[src/rtl/dram_wr_arbiter.sv]
// Round-robin burst arbiter that shares one DRAM write port between two
// capture writers: forwards len data words, then one region-relocated kick.
module dram_wr_arbiter #(
    parameter logic [31:0] BASE0  = 32'h0000_0000,
    parameter logic [31:0] BASE1  = 32'h0080_0000,
    parameter int          MAXLEN = 64
) (
    input  logic        clk,
    input  logic        rst,
    input  logic [39:0] rq0_ctrl,
    input  logic        rq0_valid,
    input  logic [35:0] rq0_data,
    input  logic        rq0_data_valid,
    output logic        rq0_data_ready,
    output logic        rq0_done,
    input  logic [39:0] rq1_ctrl,
    input  logic        rq1_valid,
    input  logic [35:0] rq1_data,
    input  logic        rq1_data_valid,
    output logic        rq1_data_ready,
    output logic        rq1_done,
    output logic [35:0] data_in,
    output logic        data_we,
    output logic [39:0] ctrl_in,
    output logic        ctrl_we,
    input  logic        wr_full,
    output logic        grant,
    output logic        busy
);

    localparam logic [7:0] MAXLEN_B = 8'(MAXLEN);

    typedef enum logic [1:0] {
        IDLE,
        DATA,
        KICK,
        DONE
    } state_t;

    state_t      state;
    state_t      state_nx;
    logic        gnt_nx;
    logic        last;
    logic        last_nx;
    logic [7:0]  len_q;
    logic [7:0]  len_nx;
    logic [31:0] addr_q;
    logic [31:0] addr_nx;
    logic [7:0]  cnt;
    logic [7:0]  cnt_nx;
    logic [35:0] din_nx;
    logic        dwe_nx;
    logic [39:0] cin_nx;
    logic        cwe_nx;

    logic        pick;
    logic [39:0] req_ctrl;
    logic [7:0]  req_len;
    logic [31:0] req_base;
    logic        sel_valid;
    logic [35:0] sel_data;
    logic        ready;
    logic        xfer;

    // Tie goes to whichever requester was not served last.
    always_comb begin
        pick = 1'b0;
        if (rq0_valid && rq1_valid) begin
            pick = ~last;
        end else begin
            pick = rq1_valid;
        end
    end

    assign req_ctrl = pick ? rq1_ctrl : rq0_ctrl;
    assign req_base = pick ? BASE1 : BASE0;
    assign req_len  = (req_ctrl[39:32] > MAXLEN_B) ? MAXLEN_B
                                                   : req_ctrl[39:32];

    assign sel_valid = grant ? rq1_data_valid : rq0_data_valid;
    assign sel_data  = grant ? rq1_data : rq0_data;
    assign ready     = (state == DATA) && !wr_full;
    assign xfer      = ready && sel_valid;

    assign rq0_data_ready = ready && !grant;
    assign rq1_data_ready = ready && grant;
    assign rq0_done       = (state == DONE) && !grant;
    assign rq1_done       = (state == DONE) && grant;
    assign busy           = (state == DATA) || (state == KICK);

    always_comb begin
        state_nx = state;
        gnt_nx   = grant;
        last_nx  = last;
        len_nx   = len_q;
        addr_nx  = addr_q;
        cnt_nx   = cnt;
        din_nx   = data_in;
        dwe_nx   = 1'b0;
        cin_nx   = ctrl_in;
        cwe_nx   = 1'b0;
        unique case (state)
            IDLE: begin
                if (rq0_valid || rq1_valid) begin
                    gnt_nx   = pick;
                    len_nx   = req_len;
                    addr_nx  = req_ctrl[31:0] + req_base;
                    cnt_nx   = 8'd0;
                    state_nx = (req_len == 8'd0) ? DONE : DATA;
                end
            end
            DATA: begin
                if (xfer) begin
                    din_nx = sel_data;
                    dwe_nx = 1'b1;
                    cnt_nx = cnt + 8'd1;
                    if (cnt + 8'd1 == len_q) begin
                        state_nx = KICK;
                    end
                end
            end
            KICK: begin
                if (!wr_full) begin
                    cin_nx   = {len_q, addr_q};
                    cwe_nx   = 1'b1;
                    state_nx = DONE;
                end
            end
            DONE: begin
                last_nx  = grant;
                state_nx = IDLE;
            end
            default: begin
                state_nx = IDLE;
            end
        endcase
    end

    // last resets to 1 so requester 0 wins the first tie.
    always_ff @(posedge clk or negedge rst) begin
        if (!rst) begin
            state   <= IDLE;
            grant   <= 1'b0;
            last    <= 1'b1;
            len_q   <= 8'd0;
            addr_q  <= 32'd0;
            cnt     <= 8'd0;
            data_in <= 36'd0;
            data_we <= 1'b0;
            ctrl_in <= 40'd0;
            ctrl_we <= 1'b0;
        end else begin
            state   <= state_nx;
            grant   <= gnt_nx;
            last    <= last_nx;
            len_q   <= len_nx;
            addr_q  <= addr_nx;
            cnt     <= cnt_nx;
            data_in <= din_nx;
            data_we <= dwe_nx;
            ctrl_in <= cin_nx;
            ctrl_we <= cwe_nx;
        end
    end

endmodule

[config.mk]
export PLATFORM = sky130hd
export DESIGN_NAME = dram_wr_arbiter
export DESIGN_NICKNAME = d
export VERILOG_FILES = /design/src/rtl/dram_wr_arbiter.sv
export SDC_FILE = /design/constraint.sdc
export NUM_CORES = 1
export LEC_CHECK = 0
export CORE_MARGIN = 1.5
export CORE_UTILIZATION = 25
export CTS_BUF_LIST = sky130_fd_sc_hd__clkbuf_4 sky130_fd_sc_hd__clkbuf_8 sky130_fd_sc_hd__clkbuf_16
export DETAILED_ROUTE_END_ITERATION = 10
export DONT_BUFFER_PORTS = 1
export PLACE_DENSITY_LB_ADDON = 0.08
export SYNTH_ARGS = -nofsm -noshare
export SYNTH_HDL_FRONTEND = slang
export SYNTH_SLANG_ARGS = --single-unit
[constraint.sdc]
create_clock -name clk -period 6.35 [get_ports clk]
set_clock_uncertainty 0.2 [all_clocks]
set_input_delay 1.905 -clock clk [delete_from_list [all_inputs] [get_ports clk]]
set_output_delay 1.905 -clock clk [all_outputs]
set_load 0.01 [all_outputs]
# After elaboration in Yosys (flattened, before gate mapping)
# Index checks and enable logic that the tools add are counted.
dict set report classes {
  addsub 2
  multipliers 0
  div 0
  n_lt_le_gt_ge 1
  eq_ne 8
  n_shift 0
  n_mux 19
  bitwise_logic 2
  n_reduce_logical 19
}
# op n
set ops {}
lappend ops {{two-way mux 40 bit} 1}
lappend ops {{two-way mux 36 bit} 1}
lappend ops {{adder 32 x 24 -> 32 bit} 1}
lappend ops {{two-way mux 24 bit} 1}
lappend ops {{two-way mux 8 bit} 3}
lappend ops {{case mux 8 bit (2 select lines)} 1}
lappend ops {{two-way mux 2 bit} 5}
lappend ops {{adder 8 x 1 -> 8 bit, second input constant} 1}
lappend ops {{equality test 8 bit} 1}
lappend ops {{greater-than comparator 8 x 7 -> 1 bit, second input constant} 1}
lappend ops {{zero test 8 bit} 1}
lappend ops {{case mux 2 bit (4 select lines)} 1}
lappend ops {{logical AND 1 bit} 7}
lappend ops {{two-way mux 1 bit} 6}
lappend ops {{inequality test 2 bit, second input constant} 3}
lappend ops {{AND reduction 2 bit} 3}
lappend ops {{equality test 2 bit, second input constant} 2}
lappend ops {{AND reduction 4 bit} 1}
lappend ops {{AND reduction 3 bit} 1}
lappend ops {{equality test 2 x 1 -> 1 bit, second input constant} 1}
lappend ops {{zero test 1 bit} 2}
lappend ops {{zero test 2 bit} 1}
lappend ops {{logical OR 1 bit} 2}
lappend ops {{inequality test 2 x 1 -> 1 bit, second input constant} 1}
lappend ops {{other kinds (2)} 3}
dict set report totals {
  regBits 130
  latchBits 0
  mem_bits_rw 0
  mem_bits_ro 0
  in_bits 159
  out_inout_bits 84
  word_cells 61
  n_memories 0
}

# Depth between registers and ports, before layout
# Gate-level depths: netlist of the first run.
dict set report depth {
  ltp_word 9
  ltp_mapped 11
  depth_no_buf 8
}

# Worst setup path after synthesis of the first run
# Ideal clock, no wire load.
dict set report synth_timing {
  path_type {input-to-output}
  from {input wr_full}
  to {output rq0_data_ready}
  arrival_time_ps 2225
  t_required_ps 4245
  path_slack_ps 2020
  stages 2
  n_path_buf 0
  path_cell_list {nand2b_1 -> nor2_1}
}
dict set report synth_via {
  elab_chain_len 3
}
# element line_no
set synth_rtl {}
lappend synth_rtl {{from (decl)} 26} ;# input logic wr_full,
lappend synth_rtl {{zero test 1 bit} -}
lappend synth_rtl {{logical AND 1 bit} 82} ;# assign ready = (state == DATA) && !wr_full;
lappend synth_rtl {{logical AND 1 bit} 85} ;# assign rq0_data_ready = ready && !grant;
lappend synth_rtl {{to (decl)} 14} ;# output logic rq0_data_ready,
# No other way between the ends.

# Worst setup path in the final report of the first run
# Same ends and word-level chain as after synthesis.

==> summary.txt, run 1 <==
Layout
  – Filler instances: 2489
  – Final Cell Area: roughly 7000 um^2
  – Multi-input gate area: 2730 um^2
  – N_diodes: 0
  – Register Area: 3260 um^2
  – Layout Nets: 726
  – Share of layout cells above drive strength 1: 0.155
  – Area delta synth->final: 14.3%

Global routing
  – Global-route wire length before repair: 24700 um
  – Vias in the first global route: 4151
  – Initial antenna violation count: 0
  – GRT Util Overall: 0.126
  – Global route total overflow: 0
  – Largest net degree at the start of global routing: 131

Yosys
  – Post-synthesis net count: 734
  – Sequential-to-total area share from yosys stat: 0.531
  – Synth area leader: dfrtp_1
  – Mapped cell area: 6130 um^2
  – #FFs+latches synth: 130
  – Main synth FF type: dfrtp_1
  – Ys async rst share: 1.00
  – Netlist cell types: 40
  – Top-count cell post-synth: dfrtp_1
  – Ys Warns: 0
  – Leading post-synthesis cells by cell area: dfrtp_1 53%, mux2i_1 11%, mux2_2 7.7%, a21oi_1 3.7%, nor2_1 3.4%
  – Top cell type's share of synthesized area: 0.527
  – Syn_area_per_cell: roughly 11 um^2
  – Most instantiated cells after synthesis: 129 x dfrtp_1, 70 x mux2i_1, 55 x nor2_1
  – EDFF count, synth: 0
  – Synth Instances: 568

Worst setup path
  – Reg2Reg Depth: 7
  – FF-to-FF End: cnt[5]$_DFFE_PN0P_
  – WS Path Type: input pin to primary output
  – Critical path startpoint: wr_full
  – CP Data Arrival Time: 2.31 ns
  – Reg-to-reg startpoint: state[1]$_DFFE_PN0P_
  – Slowest cell on crit path: nor2_1
  – Crit Path Max Fanout: 5
  – CP endpoint: rq0_data_ready
  – CP Launch Type: input pin
  – Crit end category: primary output
  – R2R setup slack: 3.58 ns
  – Crit path cell chain: nand2b_1 > nor2_1
  – CP Depth: 2
  – Worst path buffer plus inverter count: 0
  – Delay-heaviest family, CP: simple AND/OR/NAND/NOR gates
  – CP peak stage delay: 0.22 ns
  – Critical Path RT: about 4.2 ns

Die
  – Core footprint: 24200 um^2
  – Io pins: 243
  – Row Count: 57
  – Die Wd: ~160 um
  – Initial core utilization: 0.253
  – Die area: 25500 um^2
  – Die Ht: 160 um

Clock tree
  – Skew-Pair Late Insertion Delay: 0.41 ns
  – TritonCTS Buffers: 17
  – Clock sink total: between 100 and 150
  – Htree depth: 4
  – Cts hold-fix bufs: 0
  – Root Driver: clkbuf_16
  – CTS tree: done
  – Post-CTS Setup Inserts: 0
  – Clock transition at path regs: ~0.060 ns
  – Clk buf depth: 2
  – CTS resizes: 0

Power and ir drop
  – Static Leak: 0.00313 uW
  – Power per cell area: 490 nW/um^2
  – Worst VDD drop: 142 uV
  – Power Total: 3430 uW

Place
  – Placed instance area: 6460 um^2
  – Final HPWL DP: 10700 um
  – Port buffer count: 0
  – Gpl congestion: 0.819

STA
  – Setup tns final: 0 ns
  – Hold_ws: 0.276 ns
  – Slew @ Worst Pin: 0.743 ns
  – Max Freq: 226 MHz
  – Final hold violation count: 0
  – Final worst-path cycle share: 0.695
  – Post-route minimum period: between 4 and 5 ns
  – Rel. slew slack: 0.505
  – Number of setup violations in the final report: 0
  – Slew Viols, Final: 0
  – RSZ-0062 raised after global routing: no

Routing
  – Final WL: 15500 um
  – Met3 routed WL: 1160 um
  – Routed wl met2: ~7700 um
  – Top Layer Used: met4
  – Total number of vias: approximately 4100
  – M1 WL: approximately 6500 um
  – WL/cell: about 17 um
  – Vias per cell: ~4.6
  – Routed Antenna Nets: 0
  – First-pass DRT Iterations: 4
  – Iter 0 DRT Violations: approximately 240
  – Post-route DRC violation count: 0

Status
  – Status: completed

Hold path
  – Worst min-delay path class: register to register

Job
  – Max_cap viols: 0
[state kept, by name, summed over array words and instances, names as in the netlist]
register,cells
grant,1
state,2
data_we,1
addr_q,32
len_q,8
data_in,36
ctrl_in,40
cnt,8
last,1
ctrl_we,1
[layer usage]
layer / GRT usage / vias up
li1: - / 1983
met1: 0.154 / 2009
met2: 0.205 / 145
met3: 0.0498 / 11
met4: 0.0386 / 0
met5: 0 / -
[logic make-up (layout without fill, tap and decap cells)]
logic type               after synthesis  count (layout)  share of synthesized area
flip-flops                           130             130                      0.531
AND/OR/NAND/NOR                      151             151                      0.108
multiplexers                         112             112                      0.192
XOR/XNOR                              15              15                     0.0214
AO/OA/AOI/OAI                        114             114                      0.107
adder cells (fa/ha/maj)                7               7                     0.0143
buffers and inverters                 39              44                     0.0265
[through the flow]
step,utilization,instances,worst slack [ns]
6_report,0.290,897,1.93
5_1_grt,0.290,897,1.92
4_1_cts,0.290,897,1.92
3_5_place_dp,0.267,865,1.92
3_3_place_gp,0.267,865,1.93
2_1_floorplan,-,568,2.02
[cells in the final DEF, fill, tap and decap left out, types with 2 or more instances in the layout]
cell	n
a21oi_1	45
a32o_1	2
nor2_1	54
dfrtp_1	128
o21ai_0	39
and2_1	4
or4_1	2
and3_1	3
clkbuf_16	17
clkinv_4	2
a22o_1	5
inv_6	4
inv_1	6
clkinvlp_4	5
xnor2_1	6
nor3_1	3
buf_4	6
clkinv_2	3
nand2b_1	2
ha_1	7
nand4_1	6
o31ai_1	8
nand3_1	10
mux2_2	42
xor2_1	9
o21ai_1	6
mux2i_1	70
nand2_1	54
nor2b_1	6
nor4_1	2
[worst min-delay path by stage]
stage	cells after the start	from	end
floorplan	2	addr_q[23]$_DFFE_PN0P_	addr_q[23]$_DFFE_PN0P_
global placement	2	addr_q[11]$_DFFE_PN0P_	addr_q[11]$_DFFE_PN0P_
detailed placement	2	addr_q[16]$_DFFE_PN0P_	addr_q[16]$_DFFE_PN0P_
CTS	2	addr_q[16]$_DFFE_PN0P_	addr_q[16]$_DFFE_PN0P_
global route	2	addr_q[6]$_DFFE_PN0P_	addr_q[6]$_DFFE_PN0P_
finish	2	addr_q[16]$_DFFE_PN0P_	addr_q[16]$_DFFE_PN0P_
[layout make-up]
type | instances | share of cell area
Timing Repair Buffer | 6 | 0.00643
Inverter | 6 | 0.00322
Tap cell | 324 | 0.0579
Sequential cell | 130 | 0.465
Clock buffer | 18 | 0.0627
Multi-Input combinational cell | 399 | 0.390
Clock inverter | 14 | 0.0150
[power by group]
part           switching [uW]  leakage [uW]  internal [uW]
Clock                     401      0.000256            513
Combinational             495       0.00128            434
Sequential                389       0.00160           1200
Note: power is estimated with default switching activity, not from simulation.
==> run 2: changes to the inputs <==
==> constraint.sdc (replaced) <==
create_clock -name clk -period 4.4 [get_ports clk]
set_clock_uncertainty 0.2 [all_clocks]
set_input_delay 1.32 -clock clk [delete_from_list [all_inputs] [get_ports clk]]
set_output_delay 1.32 -clock clk [all_outputs]
set_load 0.01 [all_outputs]
==> run 2 against run 1 <==
Effect of this change:
- core utilization grew 0.39 points
- sequential cell count is the same
- register-to-register slack lost 1.9 ns
- power grew 51%
- critical path type is now register to primary output
- largest cell class unchanged
- highest routed layer unchanged
==> summary.txt, run 2 (synthesis results as in run 1) <==
Die
  – Die Ht: 160 um
  – Initial core utilization: 0.253
  – Io pins: ~240
  – Core footprint: 24200 um^2
  – Die area: 25500 um^2
  – Row Count: 57
  – Die Wd: 160 um

Hold path
  – Hold Path Cell Cnt: 2
  – Hold path endpoint: addr_q[0]$_DFFE_PN0P_
  – HP Start: addr_q[0]$_DFFE_PN0P_
  – Worst min-delay path class: register to register

Worst setup path
  – Delay-heaviest family, CP: flip-flops
  – Slowest cell on crit path: dfrtp_2
  – R2R setup slack: 1.68 ns
  – CP Launch Type: register
  – Reg2Reg Depth: 5
  – Crit end category: primary output
  – Crit Path Max Fanout: 37
  – CP peak stage delay: ~1.0 ns
  – CP Data Arrival Time: 1.79 ns
  – Reg-to-reg startpoint: grant$_DFFE_PN0P_
  – FF-to-FF End: cnt[2]$_DFFE_PN0P_
  – Critical Path RT: approximately 2.9 ns
  – WS Path Type: register to primary output
  – Crit path cell chain: buf_4
  – Worst path buffer plus inverter count: 1

Power and ir drop
  – Power Total: around 5200 uW
  – Combinational share of power: 0.255
  – Power per cell area: 729 nW/um^2
  – Seq pwr share: 0.454
  – Int Pwr: 3320 uW
  – Sw Share: 0.359
  – NetSw: 1860 uW
  – Static Leak: 0.00318 uW
  – Worst VDD drop: 217 uV
  – Clock Power Share: 0.291

Clock tree
  – Post-CTS Setup Inserts: 0
  – TritonCTS Buffers: 17
  – Htree depth: 4
  – Cts hold-fix bufs: 0
  – Skew-Pair Late Insertion Delay: 0.41 ns
  – CTS tree: done
  – Root Driver: clkbuf_16
  – Clock sink total: 130
  – Clk buf depth: 2
  – Clock transition at path regs: approximately 0.06 ns
  – CTS resizes: 0

Routing
  – WL/cell: 17.4 um
  – Routed Antenna Nets: 0
  – Iter 0 DRT Violations: 164
  – First-pass DRT Iterations: 4
  – Total number of vias: 4146
  – Vias per cell: 4.62
  – Post-route DRC violation count: 0
  – Final WL: 15600 um

Layout
  – Final Cell Area: 7100 um^2
  – N_diodes: 0
  – Most common cell after layout, fill and taps aside: dfrtp_1
  – Area delta synth->final: 15.8%
  – Filler instances: 2500
  – Most frequent cells in the layout: 128 x dfrtp_1, 70 x mux2i_1, 54 x nand2_1, 54 x nor2_1, 45 x a21oi_1
  – Largest register by flop count: ctrl_in
  – Share of layout cells above drive strength 1: 0.155
  – Layout Nets: 726
  – Biggest regs: ctrl_in x40, data_in x36, addr_q x32
  – Max FFs per register: 40

Place
  – Placed instance area: 6470 um^2
  – Final HPWL DP: 10900 um
  – Port buffer count: 0
  – Gpl congestion: 0.828
  – Place WS: 1.15 ns

Global routing
  – Vias in the first global route: 4279
  – Global route total overflow: 0
  – GRT Util Overall: 0.127
  – Initial antenna violation count: 0
  – Global-route wire length before repair: 25100 um
  – Largest net degree at the start of global routing: 131

Job
  – Max_cap viols: 0

STA
  – Rel. slew slack: 0.323
  – Setup tns final: 0 ns
  – Hold_ws: around 0.27 ns
  – Final hold violation count: 0
  – Final worst-path cycle share: 0.752
  – Slew Viols, Final: 0
  – Slew @ Worst Pin: 1.02 ns
  – RSZ-0062 raised after global routing: no
  – Number of setup violations in the final report: 0
  – Post-route minimum period: roughly 3.3 ns
  – Final WS setup: around 1.1 ns
  – Max Freq: 302 MHz

Status
  – Status: completed
-- run 2: changes by cell type in the layout (fill, tap and decap cells not counted) --
cell	delta
bufinv_16	+3
clkbuf_8	+2
clkinv_2	-2
inv_6	-2
buf_12	+1
buf_4	-1
clkbuf_4	+1
clkinv_4	-1
clkinvlp_4	-1
-- run 2: layer usage --
layer,vias to the layer above,share of wire,global-route usage
met5,-,0,0
met1,2018,0.42,0.151
met4,0,0.011,0.0399
met2,128,0.50,0.212
li1,1985,-,-
met3,15,0.069,0.0477
-- run 2: power groups by stage --
stage | Sequential [uW] | Clock, uW | Combinational (uW)
after global routing | 2440 | 1620 | 1510
after CTS | 2380 | 1560 | 1360
after floorplan | 2150 | 0 | 1150
after global placement | 2390 | 0 | 1320
after detailed placement | 2400 | 0 | 1350
final | 2350 | 1510 | 1320
-- run 2: final cells by class --
type	instances	area, um^2	area share
tap	324	405	0.0571
clock inverter	11	151	0.0213
multi-input combinational	399	2730	0.385
sequential	130	3260	0.459
inverter	6	22.5	0.00317
clock buffer	21	474	0.0668
timing repair buffer	6	57.6	0.00811
-- run 2: worst max-delay path by stage --
stage / start / to / slack (ns) / cells past startpoint
global placement: wr_full / rq1_data_ready / 1.15 / 2
global route: grant$_DFFE_PN0P_ / rq1_data_ready / 0.99 / 2
detailed placement: wr_full / rq1_data_ready / 1.15 / 2
CTS: grant$_DFFE_PN0P_ / grant / 1.05 / 1
finish: grant$_DFFE_PN0P_ / grant / 1.09 / 1
floorplan: rq1_valid / addr_q[31]$_DFFE_PN0P_ / 1.14 / 11
-- run 2: metrics by stage --
stage,instances,util
floorplan,568,-
global placement,865,0.268
detailed placement,865,0.268
CTS,897,0.294
global route,897,0.294
finish,897,0.294
